$ cat src/rtl/uart_rx_ctrl.sv
// UART receive sequencer: frame detection, oversampling/bit counters,
// phase enables for the sampler and checkers, and the data_valid qualifier.
module uart_rx_ctrl #(
    parameter int DATA_WIDTH = 8
) (
    input  logic       CLK,
    input  logic       RST,
    input  logic       RX_IN,
    input  logic [5:0] prescale,
    input  logic       PAR_EN,
    input  logic       strt_glitch,
    input  logic       par_err,
    input  logic       stp_err,
    output logic [4:0] edge_cnt,
    output logic [3:0] bit_cnt,
    output logic       dat_samp_en,
    output logic       strt_chk_en,
    output logic       deser_en,
    output logic       par_chk_en,
    output logic       stp_chk_en,
    output logic       data_valid,
    output logic [2:0] state_dbg
);

    typedef enum logic [2:0] {
        IDLE   = 3'd0,
        START  = 3'd1,
        DATA   = 3'd2,
        PARITY = 3'd3,
        STOP   = 3'd4
    } state_t;

    localparam logic [3:0] LAST_DATA = 4'(DATA_WIDTH);

    state_t     state;
    logic [5:0] p_lat;
    logic       par_lat;
    logic       par_flag;
    logic [5:0] eff_prescale;
    logic       bit_end;

    // Only 16 and 32 are honoured; every other ratio falls back to 8.
    always_comb begin
        eff_prescale = 6'd8;
        case (prescale)
            6'd16:   eff_prescale = 6'd16;
            6'd32:   eff_prescale = 6'd32;
            default: eff_prescale = 6'd8;
        endcase
    end

    assign bit_end = ({1'b0, edge_cnt} == (p_lat - 6'd1));

    always_ff @(posedge CLK or posedge RST) begin
        if (RST) begin
            state      <= IDLE;
            edge_cnt   <= 5'd0;
            bit_cnt    <= 4'd0;
            p_lat      <= 6'd8;
            par_lat    <= 1'b0;
            par_flag   <= 1'b0;
            data_valid <= 1'b0;
        end else begin
            data_valid <= 1'b0;
            if (state == IDLE) begin
                edge_cnt <= 5'd0;
                bit_cnt  <= 4'd0;
                if (!RX_IN) begin
                    state    <= START;
                    p_lat    <= eff_prescale;
                    par_lat  <= PAR_EN;
                    par_flag <= 1'b0;
                end
            end else begin
                if (bit_end) begin
                    edge_cnt <= 5'd0;
                    bit_cnt  <= bit_cnt + 4'd1;
                end else begin
                    edge_cnt <= edge_cnt + 5'd1;
                end
                if (bit_end) begin
                    case (state)
                        START: begin
                            if (strt_glitch) begin
                                state   <= IDLE;
                                bit_cnt <= 4'd0;
                            end else begin
                                state <= DATA;
                            end
                        end
                        DATA: begin
                            if (bit_cnt == LAST_DATA)
                                state <= par_lat ? PARITY : STOP;
                        end
                        PARITY: begin
                            par_flag <= par_err;
                            state    <= STOP;
                        end
                        STOP: begin
                            data_valid <= !stp_err && !par_flag;
                            bit_cnt    <= 4'd0;
                            // A low line at the stop bit end is the next start bit.
                            if (!RX_IN) begin
                                state    <= START;
                                p_lat    <= eff_prescale;
                                par_lat  <= PAR_EN;
                                par_flag <= 1'b0;
                            end else begin
                                state <= IDLE;
                            end
                        end
                        default: begin
                            state   <= IDLE;
                            bit_cnt <= 4'd0;
                        end
                    endcase
                end
            end
        end
    end

    assign dat_samp_en = (state != IDLE);
    assign strt_chk_en = (state == START);
    assign deser_en    = (state == DATA) && bit_end;
    assign par_chk_en  = (state == PARITY);
    assign stp_chk_en  = (state == STOP);
    assign state_dbg   = state;

endmodule

$ cat config.mk
export PLATFORM = sky130hd
export DESIGN_NAME = uart_rx_ctrl
export DESIGN_NICKNAME = d
export VERILOG_FILES = /design/src/rtl/uart_rx_ctrl.sv
export SDC_FILE = /design/constraint.sdc
export NUM_CORES = 1
export LEC_CHECK = 0
export CAP_MARGIN = 25
export CORE_UTILIZATION = 48
export CTS_BUF_LIST = sky130_fd_sc_hd__clkbuf_4 sky130_fd_sc_hd__clkbuf_8 sky130_fd_sc_hd__clkbuf_16
export CTS_CLUSTER_SIZE = 28
export DETAILED_ROUTE_END_ITERATION = 12
export PLACE_DENSITY = 0.87
export SLEW_MARGIN = 15
export SYNTH_ARGS = -nofsm -noshare
export SYNTH_HDL_FRONTEND = slang
export SYNTH_SLANG_ARGS = --single-unit
$ cat constraint.sdc
create_clock -name CLK -period 4.6 [get_ports CLK]
set_input_delay 1.38 -clock CLK [delete_from_list [all_inputs] [get_ports CLK]]
set_output_delay 1.38 -clock CLK [all_outputs]
set_load 0.01 [all_outputs]
-- After elaboration in Yosys (flattened, before gate mapping)
Cells that the tools add are included.
- bits in registers: 21
- bits in latches: 0
- RAM bits: 0
- memory bits (read-only): 0
- input bits: 13
- memories: 0
- $add $sub $neg: 3
- multipliers: 0
- div/mod/pow operators: 0
- $lt $le $gt $ge: 0
- equal/unequal tests: 10
- shifts and indexed selects: 0
- mux-type cells: 31
- bitwise logic cells: 0
- reduce and logical (&&, ||, !) cells: 13
- operators with widths (operator ; count):
    $mux W6 ; 4
    $mux W4 ; 4
    $mux W3 ; 5
    $pmux W3 S4 ; 1
    $pmux W6 S2 ; 1
    $mux W1 ; 11
    $mux W5 ; 2
    $pmux W4 S2 ; 1
    $eq A3 B2 Y1 const B ; 2
    $eq A5 B6 Y1 ; 1
    $eq A6 B5 Y1 const B ; 1
    $eq A6 B6 Y1 const B ; 1
    $reduce_bool A3 Y1 ; 2
    $sub A6 B1 Y6 const B ; 1
    $add A5 B1 Y5 const B ; 1
    $add A4 B1 Y4 const B ; 1
    $eq A4 B4 Y1 const B ; 1
    $reduce_and A2 Y1 ; 2
    $reduce_bool A2 Y1 ; 2
    $eq A3 B1 Y1 const B ; 1
    $eq A3 B3 Y1 const B ; 1
    $logic_not A3 Y1 ; 1
    $ne A3 B3 Y1 const B ; 1
    $reduce_and A3 Y1 ; 1
    other kinds (6) ; 8

-- Logic depth before layout (Yosys ltp)
- depth after elaboration: 7
- depth in mapped cells: 7
- gate-level depth less buffers: 7

-- Worst setup path after synthesis
No wires, ideal clock.
- kind: register to output
- from: register p_lat[3]
- to: output deser_en
- arrival: 1867 ps
- data required time: 3220 ps
- path slack: 1353 ps
- cell stages (with the launch flop): 6
- path buffers: 0
- cells stage by stage: dfstp_2 inv_1 ha_1 xor2_1 nor4_1 and2_1
- word-level cells in the longest chain between the ends: 3
- RTL lines (item ; RTL line ; RTL):
    start, declared ; 36 ; logic [5:0] p_lat;
    start signal, assigned ; 70 ; p_lat <= eff_prescale;
    start signal, assigned ; 105 ; p_lat <= eff_prescale;
    $sub A6 B1 Y6 ; 52 ; assign bit_end = ({1'b0, edge_cnt} == (p_lat - 6'd1));
    $eq A5 B6 Y1 ; 52 ;
    $logic_and A1 B1 Y1 ; 124 ; assign deser_en = (state == DATA) && bit_end;
    end, declared ; 18 ; output logic deser_en,
Every way passes these cells.

-- Worst setup path after layout
Same ends and word-level chain as after synthesis.

==> results.sh <==
export IMPL_setup_violations_final=0
export IMPL_grt_overflow_total=0
export IMPL_finalWorstSetupSlack_ns=0.8601
export IMPL_whs_endpoint="data_valid"
export IMPL_drtPass1Iterations=4
export IMPL_synth_seq_cells=18
export IMPL_rsz0062_at_grt="no"
export IMPL_post_cts_setup_buffer_count=0
export IMPL_ff_latch_area_sq_um=451.7
export IMPL_final_util_pct=74.03
export IMPL_pre_cts_slack_ns=1.192
export IMPL_synth_area_leaders="dfrtp_1 44%, nor2_1 5.4%, ha_1 5.2%"
export IMPL_yosysTopAreaCell="dfrtp_1"
export IMPL_slew_headroom_pct=54.85
export IMPL_skew_ns=0.003414
export IMPL_cts_tree="built"
export IMPL_wire_per_inst_um=12.55
export IMPL_worstMarginPinSlew_ns=0.6765
export IMPL_cp_max_fo=7
export IMPL_routed_wl_um=2046
export IMPL_holdPathStages=1
export IMPL_slew_violations=0
export IMPL_die_x_um=46.95
export IMPL_hold_path_startpoint="par_flag"
export IMPL_reg2reg_slack_ns=2.00
export IMPL_holdBufCountCts=0
export IMPL_die_h_um=46.95
export IMPL_crit_type="register to primary output"
export IMPL_vias=858
export IMPL_post_cts_resized=0
export IMPL_synth_fp_nets=123
export IMPL_ant_nets=0
export IMPL_synth_top_area_share_pct=43.87
export IMPL_initial_utilization_pct=53.82
export IMPL_hold_violations=0
export IMPL_ys_types=28
export IMPL_grt_max_degree=19
export IMPL_leakagePower_nw=0.5885
export IMPL_run_status="finished, final reports clean"
export IMPL_fmax_mhz=267.4
export IMPL_port_buffers=30
export IMPL_drc=0
export IMPL_cpPeakStageDelay_ns=0.56
export IMPL_clock_latency_ns=0.30
export IMPL_setup_tns_ns=0
export IMPL_r2r_start="p_lat[3]"
export IMPL_syn_inst=106
export IMPL_hp_class="register to register"
export IMPL_synth_area_sq_um=969.7
export IMPL_yosysSeqAreaShare_pct=46.58
export IMPL_min_period_over_period_pct=81.30
export IMPL_clock_sinks=18
export IMPL_insertedDiodeCount=0
export IMPL_area_growth_pct=37.55
export IMPL_cp_data_required_time_ns=3.22
export IMPL_powerDensity_mw_per_mm2=517.3
export IMPL_ys_warn_count=0
export IMPL_path_cells="inv_1, ha_1, xor2_1, nor4_1, buf_4, and2_1, clkdlybuf4s50_1"
export IMPL_ir_drop_mv=0.3080
export IMPL_finalCriticalPeriod_ns=3.740
export IMPL_gp_congestion=0.7998
export IMPL_cts_path_max_buffers=2
export IMPL_antenna_found_initial=0
export IMPL_io_pins=31
export IMPL_cts_root_buf="clkbuf_4"
export IMPL_reg2reg_to="p_lat[5]"
export IMPL_nets=156
export IMPL_syn_avg_cell_area_sq_um=9.148
export IMPL_via_per_inst=5.264
export IMPL_arrival_ns=2.36
export IMPL_slowest_stage="dfstp_2"
export IMPL_critPathLaunchType="register"
export IMPL_grt_pass1_wl_um=3256
export IMPL_fillers=130
export IMPL_worstRegToRegCells=6
export IMPL_multi_input_area_sq_um=461.7
export IMPL_maxCapViolations=0
export IMPL_core_rowCount=15
export IMPL_dp_hpwl_um=1548
export IMPL_htree_levels=1
export IMPL_endpoint_kind="primary output"
export IMPL_clk_pin_slew_ns=0.10
export IMPL_dieArea_sq_mm=0.002204
export IMPL_grt_usage_pct=22.15
export IMPL_core_sq_mm=0.001802
export IMPL_grt_pass1_vias=815
export IMPL_drive_above_1_share_pct=5.797
export IMPL_cts_buffers=3
export IMPL_initialDrtViolationCount=18
==> synthesized netlist by cell type <==
library cell	count
or4_4	1
o41ai_1	2
mux2_2	1
inv_1	12
or4_1	2
nor2_1	14
dfstp_2	1
ha_1	4
o21ai_0	6
nand4_1	1
a21oi_1	4
and2_1	4
o21bai_1	1
nand3_1	3
nor3b_1	1
nor3_1	3
dfrtp_1	17
nor2b_1	1
nor4b_1	1
nand2_1	8
a31oi_1	2
xnor2_1	5
a32oi_1	1
o22ai_1	1
nor4_1	1
clkbuf_1	3
xor2_1	5
a2111o_1	1
==> state kept, by name, summed over array words and instances (netlist names) <==
| register | flops |
|---|---|
| p_lat | 3 |
| par_lat | 1 |
| edge_cnt | 5 |
| bit_cnt | 4 |
| state_dbg | 3 |
| par_flag | 1 |
| data_valid | 1 |
==> where the power goes <==
| group | switching [mW] | total, mW | internal (mW) |
|---|---|---|---|
| clock | 0.0496 | 0.0979 | 0.0483 |
| sequential | 0.0654 | 0.268 | 0.203 |
| combinational | 0.154 | 0.324 | 0.170 |
| total | 0.269 | 0.690 | 0.421 |
==> worst max path at each step <==
stage,from,endpoint,depth (start not counted)
final,p_lat[3],deser_en,7
after global placement,p_lat[3],deser_en,7
after global routing,p_lat[3],deser_en,7
after floorplan,p_lat[3],deser_en,5
after detailed placement,p_lat[3],deser_en,7
after CTS,p_lat[3],deser_en,7
==> worst max-delay path, delay by kind of cell, from the launching register on <==
family / cells / cell delay [ns]
xor+xnor: 1 / 0.15
fa+ha+maj: 1 / 0.20
buf+inv: 3 / 0.77
simple gates: 2 / 0.39
flops: 1 / 0.56
==> cells in the final DEF (no fill, tap or decap), types with 2 or more instances in the layout <==
master	instances
xnor2_1	5
clkbuf_4	3
o41ai_1	2
or4_1	2
a31oi_1	2
xor2_1	5
nand2_1	8
a21oi_1	4
clkdlybuf4s50_1	30
dfrtp_1	17
and2_1	4
nor2_1	14
nand3_1	3
nor3_1	3
ha_1	4
o21ai_0	6
inv_1	12
==> logic make-up (layout without fill, tap and decap cells) <==
| family | Yosys count | after routing | share of synthesized area [%] |
|---|---|---|---|
| adder cells (fa/ha/maj) | 4 | 4 | 5.161 |
| XOR/XNOR | 10 | 10 | 9.032 |
| flip-flops | 18 | 18 | 46.58 |
| buffers and inverters | 15 | 47 | 5.806 |
| multiplexers | 1 | 1 | 1.161 |
| AO/OA/AOI/OAI | 18 | 18 | 11.74 |
| AND/OR/NAND/NOR | 40 | 40 | 20.52 |
==> final cells by class <==
| class | instances | area share, % |
|---|---|---|
| inverter | 12 | 3.377 |
| multi-input combinational | 73 | 34.62 |
| sequential | 18 | 33.86 |
| timing repair buffer | 31 | 23.08 |
| clock buffer | 4 | 2.720 |
| tap | 25 | 2.345 |
==> routing by layer <==
layer | GRT usage (%) | up-vias | share of wire [%]
li1 | - | 428 | -
met1 | 25.79 | 402 | 44
met2 | 35.83 | 23 | 49
met3 | 4.615 | 5 | 4.4
met4 | 16.57 | 0 | 2.1
met5 | 0 | - | 0
==> per-stage QoR <==
step           hold slack (ns)  cells  area [sq um]  total power [mW]
3_3_place_gp            0.4167    159          1297            0.5842
5_1_grt                 0.4556    163          1334            0.7385
6_report                0.4373    163          1334            0.6900
3_5_place_dp            0.4302    159          1297            0.5953
2_1_floorplan           0.4079    106         969.7            0.4500
4_1_cts                 0.4434    163          1334            0.6942
(Power assumes the default switching activity.)
